--- config.mk ---
export PLATFORM = sky130hd
export DESIGN_NAME = intf_array_rr_mux
export DESIGN_NICKNAME = d
export VERILOG_FILES = /design/src/rtl/intf_array_rr_pkg.sv /design/src/rtl/intf_array_rr_chan_intf.sv /design/src/rtl/intf_array_rr_slot.sv /design/src/rtl/intf_array_rr_mux.sv
export SDC_FILE = /design/constraint.sdc
export NUM_CORES = 1
export LEC_CHECK = 0
export CAP_MARGIN = 30
export CORE_ASPECT_RATIO = 1.25
export CORE_MARGIN = 5
export CORE_UTILIZATION = 40
export DETAILED_ROUTE_END_ITERATION = 16
export PLACE_DENSITY = 0.67
export SLEW_MARGIN = 25
export SYNTH_ARGS = -nofsm -noshare
export SYNTH_HDL_FRONTEND = slang
export SYNTH_HIERARCHICAL = 1
export SYNTH_SLANG_ARGS = --single-unit
--- constraint.sdc ---
create_clock -name clk -period 2.8 [get_ports clk]
set_input_delay 0.42 -clock clk [delete_from_list [all_inputs] [get_ports clk]]
set_output_delay 0.42 -clock clk [all_outputs]
set_load 0.01 [all_outputs]
--- src/rtl/intf_array_rr_pkg.sv ---
// -----------------------------------------------------------------------------
// intf_array_rr_pkg
// Shared types for the interface-array round-robin mux.
//   ch_idx_t    : channel index, wide enough for the largest supported array
//                 (16 channels); the top truncates it to $clog2(NUM_CH) bits
//                 for its out_ch port.
//   STATS_W     : width of the optional per-channel grant counters.
//   rr_state_t  : IDLE (nothing held) / PRESENT (out_valid asserted).
// -----------------------------------------------------------------------------
package intf_array_rr_pkg;

   localparam int MAX_CH  = 16;
   localparam int STATS_W = 16;

   typedef logic [$clog2(MAX_CH)-1:0] ch_idx_t;

   typedef enum logic {
      IDLE    = 1'b0,
      PRESENT = 1'b1
   } rr_state_t;

endpackage

--- src/rtl/intf_array_rr_chan_intf.sv ---
// -----------------------------------------------------------------------------
// chan_intf
// One input channel of the round-robin mux: valid/ready handshake plus payload.
//   valid : producer has a beat
//   ready : slot can take the beat this cycle
//   data  : payload, WIDTH bits
// The slot modport is the view a storage slot has of its channel.
// -----------------------------------------------------------------------------
interface chan_intf #(
   parameter int WIDTH = 8
);
   logic             valid;
   logic             ready;
   logic [WIDTH-1:0] data;

   modport slot (
      input  valid,
      input  data,
      output ready
   );
endinterface

--- src/rtl/intf_array_rr_slot.sv ---
// -----------------------------------------------------------------------------
// intf_array_rr_slot
// Single-entry holding register for one channel of the round-robin mux.
// Ports:
//   clk, rst_n : clock, asynchronous active-low reset
//   ch         : channel handshake (valid/data in, ready out)
//   drain      : the top is taking this slot's entry on the output this cycle
//   full       : entry is occupied
//   data       : stored payload
// -----------------------------------------------------------------------------
module intf_array_rr_slot
   import intf_array_rr_pkg::*;
#(
   parameter int WIDTH = 8
) (
   input  logic             clk,
   input  logic             rst_n,
   chan_intf.slot           ch,
   input  logic             drain,
   output logic             full,
   output logic [WIDTH-1:0] data
);

   logic load;

   // A full slot can still accept when it is being drained in the same cycle,
   // so one channel can stream a beat every cycle.
   assign ch.ready = !full || drain;
   assign load     = ch.valid && ch.ready;

   // Load wins over drain so a simultaneous drain and refill keeps the slot full.
   always_ff @(posedge clk or negedge rst_n) begin
      if (!rst_n) begin
         full <= 1'b0;
         data <= '0;
      end else if (load) begin
         full <= 1'b1;
         data <= ch.data;
      end else if (drain) begin
         full <= 1'b0;
      end
   end

endmodule

--- src/rtl/intf_array_rr_mux.sv ---
// -----------------------------------------------------------------------------
// intf_array_rr_mux
// Merges NUM_CH valid/ready channels into one output stream with round-robin
// arbitration. Each channel has a one-entry slot; the arbiter picks the first
// full slot at or after ptr, and holds that choice while the output stalls.
// Parameters: NUM_CH (2..16), WIDTH (1..64).
// Ports:
//   clk, rst_n          : clock, asynchronous active-low reset
//   in_valid/in_data    : per-channel request and payload
//   in_ready            : per-channel accept
//   out_valid/out_data  : merged output, out_ch = source channel
//   out_ready           : downstream accept
//   grant_cnt           : per-channel saturating grant counters, present only
//                         when INTF_ARRAY_RR_MUX_STATS_EN is defined
// -----------------------------------------------------------------------------
module intf_array_rr_mux
   import intf_array_rr_pkg::*;
#(
   parameter int NUM_CH = 4,
   parameter int WIDTH  = 8
) (
   input  logic                         clk,
   input  logic                         rst_n,
   input  logic [NUM_CH-1:0]            in_valid,
   input  logic [NUM_CH-1:0][WIDTH-1:0] in_data,
   output logic [NUM_CH-1:0]            in_ready,
   output logic                         out_valid,
   output logic [WIDTH-1:0]             out_data,
   output logic [$clog2(NUM_CH)-1:0]    out_ch,
   input  logic                         out_ready
`ifdef INTF_ARRAY_RR_MUX_STATS_EN
   ,
   output logic [NUM_CH-1:0][STATS_W-1:0] grant_cnt
`endif
);

   rr_state_t         state_q, state_d;
   ch_idx_t           ptr_q, held_ch_q, arb_ch, sel_ch, hi_ch, lo_ch;
   logic              lock_q, out_xfer, found_hi;
   logic [NUM_CH-1:0] full_vec, drain_vec, in_xfer_vec, remain_vec;
   logic [WIDTH-1:0]  slot_data [NUM_CH];
   logic [WIDTH-1:0]  sel_data;

   chan_intf #(.WIDTH(WIDTH)) ch_if [NUM_CH] ();

   for (genvar i = 0; i < NUM_CH; i++) begin : g_ch
      assign ch_if[i].valid = in_valid[i];
      assign ch_if[i].data  = in_data[i];
      assign in_ready[i]    = ch_if[i].ready;

      intf_array_rr_slot #(.WIDTH(WIDTH)) u_slot (
         .clk   (clk),
         .rst_n (rst_n),
         .ch    (ch_if[i]),
         .drain (drain_vec[i]),
         .full  (full_vec[i]),
         .data  (slot_data[i])
      );
   end

   // Round-robin search: scanning downward leaves the lowest full index in
   // lo_ch and the lowest full index at or above ptr in hi_ch; the latter wins,
   // otherwise the search wraps to the lowest full channel.
   always_comb begin
      found_hi = 1'b0;
      hi_ch    = '0;
      lo_ch    = '0;
      for (int i = NUM_CH - 1; i >= 0; i--) begin
         if (full_vec[i]) begin
            lo_ch = ch_idx_t'(i);
            if (ch_idx_t'(i) >= ptr_q) begin
               hi_ch    = ch_idx_t'(i);
               found_hi = 1'b1;
            end
         end
      end
      arb_ch = found_hi ? hi_ch : lo_ch;
   end

   // While a presented beat is stalled, the held channel overrides the arbiter
   // so out_ch/out_data cannot change under the downstream's feet.
   assign sel_ch    = lock_q ? held_ch_q : arb_ch;
   assign out_valid = (state_q == PRESENT);
   assign out_xfer  = out_valid && out_ready;

   // Output mux and per-slot drain strobe, decoded from the selected channel.
   always_comb begin
      sel_data  = '0;
      drain_vec = '0;
      for (int i = 0; i < NUM_CH; i++) begin
         if (ch_idx_t'(i) == sel_ch) begin
            sel_data     = slot_data[i];
            drain_vec[i] = out_xfer;
         end
      end
   end

   assign out_data    = out_valid ? sel_data : '0;
   assign out_ch      = out_valid ? sel_ch[$clog2(NUM_CH)-1:0] : '0;
   assign in_xfer_vec = in_valid & in_ready;
   assign remain_vec  = (full_vec & ~drain_vec) | in_xfer_vec;

   // IDLE/PRESENT tracks whether any slot will be occupied after this edge,
   // which keeps out_valid equal to the OR of the slot full flags.
   always_comb begin
      state_d = state_q;
      case (state_q)
         IDLE:    if (|in_xfer_vec) state_d = PRESENT;
         PRESENT: if (out_xfer && !(|remain_vec)) state_d = IDLE;
         default: state_d = IDLE;
      endcase
   end

   // State, round-robin pointer and stall lock. The pointer moves one past the
   // granted channel only on an accepted beat.
   always_ff @(posedge clk or negedge rst_n) begin
      if (!rst_n) begin
         state_q   <= IDLE;
         ptr_q     <= '0;
         lock_q    <= 1'b0;
         held_ch_q <= '0;
      end else begin
         state_q <= state_d;
         lock_q  <= out_valid && !out_ready;
         if (out_valid && !out_ready) begin
            held_ch_q <= sel_ch;
         end
         if (out_xfer) begin
            ptr_q <= (sel_ch == ch_idx_t'(NUM_CH - 1)) ? '0 : sel_ch + ch_idx_t'(1);
         end
      end
   end

`ifdef INTF_ARRAY_RR_MUX_STATS_EN
   // Per-channel grant counters, saturating at all-ones.
   always_ff @(posedge clk or negedge rst_n) begin
      if (!rst_n) begin
         grant_cnt <= '0;
      end else begin
         for (int i = 0; i < NUM_CH; i++) begin
            if (drain_vec[i] && (grant_cnt[i] != '1)) begin
               grant_cnt[i] <= grant_cnt[i] + STATS_W'(1);
            end
         end
      end
   end
`endif

endmodule

* Word-level counts from Yosys, hierarchy flattened
Cells that the tools add are included.
Word-level totals: bits in registers 46, input port bits 39, output and inout port bits 15, logic and storage cells 94
Operators by class: add/subtract/negate cells 1, $lt $le $gt $ge 4, equality and inequality tests 4, multiplexer cells 44, bitwise gates (word level) 5, reductions and logical operators 24
Operator list (count):
- 4-bit two-way mux | 12
- 8-bit two-way mux | 5
- 1-bit two-way mux | 22
- 4-bit AND | 2
- 2-bit by 4-bit equality test with 1-bit output, first input constant | 2
- 1-bit by 4-bit >= comparator with 1-bit output, first input constant | 2
- 2-bit by 4-bit >= comparator with 1-bit output, first input constant | 2
- 2-bit two-way mux | 4
- 2-bit nonzero test | 4
- 4-bit OR reduction | 2
- 1-bit logical AND | 7
- 1-bit zero test | 6
- 4-bit by 1-bit adder with 4-bit output, second input constant | 1
- 1-bit by 4-bit equality test with 1-bit output, first input constant | 1
- 4-bit by 2-bit equality test with 1-bit output, second input constant | 1
- 4-bit zero test | 1
- 1-bit logical OR | 4
- 4-bit inverter | 1
- 4-bit OR | 1
- 1-bit case mux with 2 select lines | 1
- 1-bit inverter | 1

* Longest topological paths before layout
depth after elaboration 21, depth in mapped cells 11, depth with buffers taken out 9

* Modules after synthesis
The synthesis kept the hierarchy.
Modules (own cells, without submodules):
- intf_array_rr_slot | instances 4, cells an instance 20, area an instance 385.4 µm², sequential area each 225.2 µm²
- intf_array_rr_mux | instances 1, cells an instance 146, area an instance 1062.3 µm², sequential area each 250.2 µm²

* Worst setup path after synthesis
Ideal clock, no wire load.
path type flip-flop to output port, start point register ptr_q[1], end point output in_ready[3], arrival time 2.437 ns, required time 2.380 ns, path slack -0.057 ns, stages on the path, launching flop included 10, path buffers 3, cell sequence dfrtp_1 -> mux2i_1 -> a32o_2 -> o41ai_4 -> ha_1 -> clkbuf_1 -> buf_1 -> and2_1 -> nand2b_4 -> buf_4
On the way: cells in the longest elaborated chain, start to end 14, elaborated cells on any way between the ends 25, those cells by class order compare (4); eq/ne (1); mux (19); reduce/logical (1)
Ends and longest elaborated chain:
- start, declared | line intf_array_rr_mux.sv:38 | ch_idx_t ptr_q, held_ch_q, arb_ch, sel_ch, hi_ch, lo_ch;
- start signal, assigned | line intf_array_rr_mux.sv:129 | ptr_q <= (sel_ch == ch_idx_t'(NUM_CH - 1)) ? '0 : sel_ch + ch_idx_t'(1);
- 2-bit by 4-bit >= comparator with 1-bit output | line intf_array_rr_mux.sv:71 | if (ch_idx_t'(i) >= ptr_q) begin
- 2-bit two-way mux or 1-bit two-way mux (tied branches) | line intf_array_rr_mux.sv:71
- 4-bit two-way mux or 1-bit two-way mux (tied branches) | line intf_array_rr_mux.sv:69 | if (full_vec[i]) begin
- 4-bit two-way mux or 1-bit two-way mux (tied branches) | line intf_array_rr_mux.sv:71
- 4-bit two-way mux or 1-bit two-way mux (tied branches) | line intf_array_rr_mux.sv:69
- 4-bit two-way mux or 1-bit two-way mux (tied branches) | line intf_array_rr_mux.sv:71
- 4-bit two-way mux or 1-bit two-way mux (tied branches) | line intf_array_rr_mux.sv:69
- 4-bit two-way mux or 1-bit two-way mux (tied branches) | line intf_array_rr_mux.sv:71
- 4-bit two-way mux or 1-bit two-way mux (tied branches) | line intf_array_rr_mux.sv:69
- 4-bit two-way mux * | line intf_array_rr_mux.sv:77 | arb_ch = found_hi ? hi_ch : lo_ch;
- 4-bit two-way mux * | line intf_array_rr_mux.sv:82 | assign sel_ch = lock_q ? held_ch_q : arb_ch;
- net sel_ch[0] | line intf_array_rr_mux.sv:38
- 2-bit by 4-bit equality test with 1-bit output * | line intf_array_rr_mux.sv:91 | if (ch_idx_t'(i) == sel_ch) begin
- 1-bit two-way mux * | line intf_array_rr_mux.sv:91
- net drain_vec[3] | line intf_array_rr_mux.sv:40 | logic [NUM_CH-1:0] full_vec, drain_vec, in_xfer_vec, remain_vec;
- 1-bit logical OR * | line intf_array_rr_slot.sv:28 | assign ch.ready = !full || drain;
- end, declared | line intf_array_rr_mux.sv:26 | output logic [NUM_CH-1:0] in_ready,
The timed path passes the listed nets; every way through them passes the cells marked *.

* Final worst setup path
start point register ptr_q[3], end point output in_ready[1]
On the way: cells in the longest elaborated chain, start to end 14, elaborated cells on any way between the ends 25, those cells by class order compare (4); eq/ne (1); mux (19); reduce/logical (1)
Ends and longest elaborated chain (line):
- 2-bit by 4-bit >= comparator with 1-bit output | intf_array_rr_mux.sv:71
- 2-bit two-way mux or 1-bit two-way mux (tied branches) | intf_array_rr_mux.sv:71
- 4-bit two-way mux or 1-bit two-way mux (tied branches) | intf_array_rr_mux.sv:69
- 4-bit two-way mux or 1-bit two-way mux (tied branches) | intf_array_rr_mux.sv:71
- 4-bit two-way mux or 1-bit two-way mux (tied branches) | intf_array_rr_mux.sv:69
- 4-bit two-way mux or 1-bit two-way mux (tied branches) | intf_array_rr_mux.sv:71
- 4-bit two-way mux or 1-bit two-way mux (tied branches) | intf_array_rr_mux.sv:69
- 4-bit two-way mux or 1-bit two-way mux (tied branches) | intf_array_rr_mux.sv:71
- 4-bit two-way mux or 1-bit two-way mux (tied branches) | intf_array_rr_mux.sv:69
- 4-bit two-way mux * | intf_array_rr_mux.sv:77
- 4-bit two-way mux * | intf_array_rr_mux.sv:82
- net sel_ch[0] | intf_array_rr_mux.sv:38
- 1-bit by 4-bit equality test with 1-bit output * | intf_array_rr_mux.sv:91
- 1-bit two-way mux * | intf_array_rr_mux.sv:91
- net drain_vec[1] | intf_array_rr_mux.sv:40
- 1-bit logical OR * | intf_array_rr_slot.sv:28
Marks and branches as above.

==> implementation parameters <==
Parameter                              Value

Status
  Outcome ... complete, but fails checks
  Violated checks ... setup timing

Logic synthesis
  Top flip-flop cell by instance count after synthesis ... sky130_fd_sc_hd__dfrtp_1
  Post-synthesis cell count ... 226
  Proportion of register bits with asynchronous set or reset after synthesis ... 1.000
  Net count after synthesis ... 269
  Warnings from Yosys ... 6
  Synth Register Bits ... 46
  Cell area after synthesis ... 2604 µm²
  Post-synth EDFFs ... 0
  Synth Area per Inst ... 11.52 µm²
  Proportion of synthesized chip area in sequential cells ... 0.4421
  Number of distinct library cell variants in the gate-level netlist after synthesis ... 38

Clocking
  Clk sink count ... 46
  Worst-skew pair later-pin latency ... between 200 and 300 ps
  Clock Path Buffers ... 2
  Root Buffer Master ... sky130_fd_sc_hd__clkbuf_8
  Number of buffers created by CTS ... 5
  Hold buffer count at cts ... 0
  Clock slew at the register clock pins of the worst setup and hold paths ... about 80 ps
  Clock tree from TritonCTS ... done
  H-tree level count ... 2

GRT
  Remaining global-route overflow ... 0
  Via count of the first global-routing pass ... approximately 2100
  Number of antenna violations at the first check in global routing ... 0
  Total global-route track usage ... 0.1623
  Global-route wire length before repair ... just over 10000 µm
  Largest net degree at the start of global routing ... 26

Min path
  Path category of the worst min-delay check ... in2async

Floorplan
  Standard-cell row count ... 33
  Effective utilization at floorplan ... 0.4042
  Core footprint ... 6441 µm²
  Total I/O pin count ... 54
  Full die area ... 8233 µm²
  Vertical extent of the die ... 100.2 µm
  Overall die width ... 82.16 µm

Setup path
  Launch point of the worst reg-to-reg path ... ptr_q[3]
  Required time of the worst setup path ... approximately 2400 ps
  Peak per-stage delay on the critical path ... 430 ps
  Worst setup slack for register-to-register paths ... roughly 20 ps
  Critical path class ... reg2out
  Startpoint types ... flip-flop
  Depth of the worst register-to-register path ... 15
  Arrival time of the worst setup path ... 2530 ps
  Kind of end point of the critical path ... primary output
  Worst-path fanout max ... 5
  Crit path buffers/inverters ... 7
  Category of cells accounting for the largest share of critical-path delay ... buffers and inverters
  Slowest-stage cell, CP ... sky130_fd_sc_hd__dfrtp_1
  Critical register-to-register path endpoint ... g_ch[1].u_slot/data[6]
  Critical path, cell by cell ... nor2_4 -> buf_4 -> nor3_2 -> o41ai_4 -> buf_4 -> buf_6 -> ha_4 -> buf_12 -> buf_4 -> buf_6 -> and2_4 -> nand2b_4 -> buf_6

Placed design
  Count of buffers inserted at the top-level ports ... 53
  Routability-driven placement congestion ratio ... between 0.8 and 0.9
  Detailed Place HPWL ... 4525 µm
  Pre-CTS setup slack ... -244.3 ps
  Cell count after placement ... 382

STA
  Setup Skew ... about 7.7 ps
  Highest clock frequency the design can meet ... roughly 340 MHz
  Final worst path period share ... 1.054
  Number of failing hold endpoints at the final stage ... 0
  Worst setup slack after layout ... -152.1 ps
  Clock period minus final worst setup slack ... between 2000 and 3000 ps
  Finish-stage setup viols ... 10
  Slew at the pin closest to its max-slew limit ... 538.9 ps
  Worst Hold Slack ... 100.3 ps
  Setup repair after global routing missed its margin ... yes
  Worst relative slew slack ... 0.6408
  Max Slew Vio Count ... 0

Detailed routing
  Antenna Violating Nets Remaining ... 0
  Highest routing layer actually used ... met4
  Routed via count divided by cell count ... roughly 5
  Routed met3 length ... approximately 290 µm
  Number of vias in the routed layout ... 2018
  Drt pass-1 iters ... 4
  Starting DRC count in detailed routing ... 119
  Met1 wire length ... 2611 µm
  Per-cell routed wire length ... 15.80 µm
  DRC violations left ... 0
  Total wire length ... 6353 µm
  Amount of wire on met2 after detailed routing ... 3257 µm

Layout
  Layout cell share with drive strength beyond 1 ... 0.3905
  Syn-to-layout area delta ... 43.78%
  Sequential standard cell area ... 1155 µm²
  Number of inserted diodes ... 0
  Final non-filler cell total ... around 400
  Nets ... 357
  Post-layout utilization of the core ... 0.5812
  Multi-input logic area ... between 1000 and 1500 µm²
  Filler cell count ... 554

Power and ir drop
  Static power due to leakage ... 1.732 nW
  Power Density ... 1098 nW/µm²
  Worst voltage drop across the vdd grid ... approximately 0.00081 V

Flow run
  Max-capacitance violation count ... 0
[Yosys cell counts (2+ instances only)]
library cell	number	area [µm²]
sky130_fd_sc_hd__mux2_2	2	22.52
sky130_fd_sc_hd__a22oi_1	10	75.07
sky130_fd_sc_hd__nand2b_1	5	31.28
sky130_fd_sc_hd__nor2_1	11	41.29
sky130_fd_sc_hd__nand2_8	4	80.08
sky130_fd_sc_hd__inv_1	11	41.29
sky130_fd_sc_hd__mux2i_1	2	20.02
sky130_fd_sc_hd__o21ai_0	10	50.05
sky130_fd_sc_hd__buf_4	4	30.03
sky130_fd_sc_hd__a21oi_1	20	100.1
sky130_fd_sc_hd__mux2_4	32	480.5
sky130_fd_sc_hd__nor2b_1	9	56.30
sky130_fd_sc_hd__dfrtp_1	46	1151
sky130_fd_sc_hd__clkbuf_1	6	22.52
sky130_fd_sc_hd__nand2b_4	4	55.05
sky130_fd_sc_hd__a21boi_0	3	22.52
sky130_fd_sc_hd__nand2_1	16	60.06
sky130_fd_sc_hd__ha_1	4	50.05
sky130_fd_sc_hd__and2_1	6	37.54
sky130_fd_sc_hd__nand3_1	3	15.01
[cell type report]
class,instances,area share
Timing Repair Buffer,92,0.2373
Tap cell,87,0.02908
Multi-Input combinational cell,158,0.3897
Inverter,11,0.01103
Clock buffer,7,0.02306
Clock inverter,1,0.001337
Sequential cell,46,0.3085
[cell families (layout without fill, tap and decap cells)]
kind of cell             after synthesis  count (layout)  synth area share
multiplexers                          36              36            0.2009
XOR/XNOR                               1               1          0.003364
adder cells (fa/ha/maj)                4               4           0.01922
AO/OA/AOI/OAI                         54              54            0.1379
buffers and inverters                 22             111           0.03748
flip-flops                            46              46            0.4421
AND/OR/NAND/NOR                       63              63            0.1591
[state kept, by name (all words and copies together) (netlist names)]
register and count:
out_valid 1, held_ch_q 4, g_ch.u_slot/full 4, ptr_q 4, lock_q 1, g_ch.u_slot/data 32
[routing by layer]
layer | global-route usage | vias to the layer above
li1 | - | 959
met1 | 0.1994 | 986
met2 | 0.2850 | 58
met3 | 0.02424 | 15
met4 | 0.05499 | 0
met5 | 0 | -
[how the worst max path moves through the flow]
stage,startpoint,end,slack [ps],cells after the start
after CTS,ptr_q[1],in_ready[0],-140,9
final,ptr_q[3],in_ready[1],-150,13
after global placement,g_ch[2].u_slot/full,out_data[5],-220,10
after floorplan,ptr_q[1],in_ready[3],40,9
after detailed placement,ptr_q[1],out_data[5],-240,11
after global routing,g_ch[3].u_slot/full,out_data[5],-260,12
[per-stage QoR]
| stage | area (µm²) | TNS, ps | power, mW |
|---|---|---|---|
| finish | 3744 | -975.0 | 4.109 |
| detailed placement | 3435 | -2335 | 3.445 |
| global route | 3744 | -2584 | 4.375 |
| CTS | 3687 | -1201 | 4.048 |
| global placement | 3415 | -2031 | 3.413 |
| floorplan | 2605 | 0 | 2.505 |
[layout by cell type, fill, tap and decap left out, types with 2 or more instances in the layout]
cell / instances
sky130_fd_sc_hd__nand2b_1: 5
sky130_fd_sc_hd__buf_6: 7
sky130_fd_sc_hd__dlygate4sd2_1: 2
sky130_fd_sc_hd__nor2b_1: 9
sky130_fd_sc_hd__a22oi_1: 10
sky130_fd_sc_hd__a21boi_0: 3
sky130_fd_sc_hd__a21oi_1: 14
sky130_fd_sc_hd__and2_4: 2
sky130_fd_sc_hd__a21oi_2: 6
sky130_fd_sc_hd__ha_4: 4
sky130_fd_sc_hd__mux2_4: 32
sky130_fd_sc_hd__nor2_4: 2
sky130_fd_sc_hd__nand3_1: 3
sky130_fd_sc_hd__buf_12: 4
sky130_fd_sc_hd__clkbuf_8: 6
sky130_fd_sc_hd__nand2_1: 16
sky130_fd_sc_hd__nand2_8: 4
sky130_fd_sc_hd__mux2i_1: 2
sky130_fd_sc_hd__buf_4: 28
sky130_fd_sc_hd__o21ai_1: 9
sky130_fd_sc_hd__o21ai_0: 2
sky130_fd_sc_hd__dfrtp_1: 43
sky130_fd_sc_hd__buf_2: 9
sky130_fd_sc_hd__buf_16: 2
sky130_fd_sc_hd__mux2_2: 2
sky130_fd_sc_hd__nor2_1: 9
sky130_fd_sc_hd__nand2b_4: 4
sky130_fd_sc_hd__dfrtp_2: 3
sky130_fd_sc_hd__inv_1: 11
sky130_fd_sc_hd__and2_1: 4
sky130_fd_sc_hd__clkdlybuf4s50_1: 39
[repair_timing]
item	in CTS	in global routing
gates cloned	2	0
setup endpoints to repair	12	21
pin swaps	10	10
setup buffers	10	1
gates resized for setup	76	11
[power by group]
part | total [mW] | internal, mW | switching (mW)
Clock | 0.421 | 0.200 | 0.221
Combinational | 2.49 | 1.46 | 1.03
Sequential | 1.20 | 0.953 | 0.245
Total | 4.11 | 2.61 | 1.50
Power figures use the tool's default switching activity.
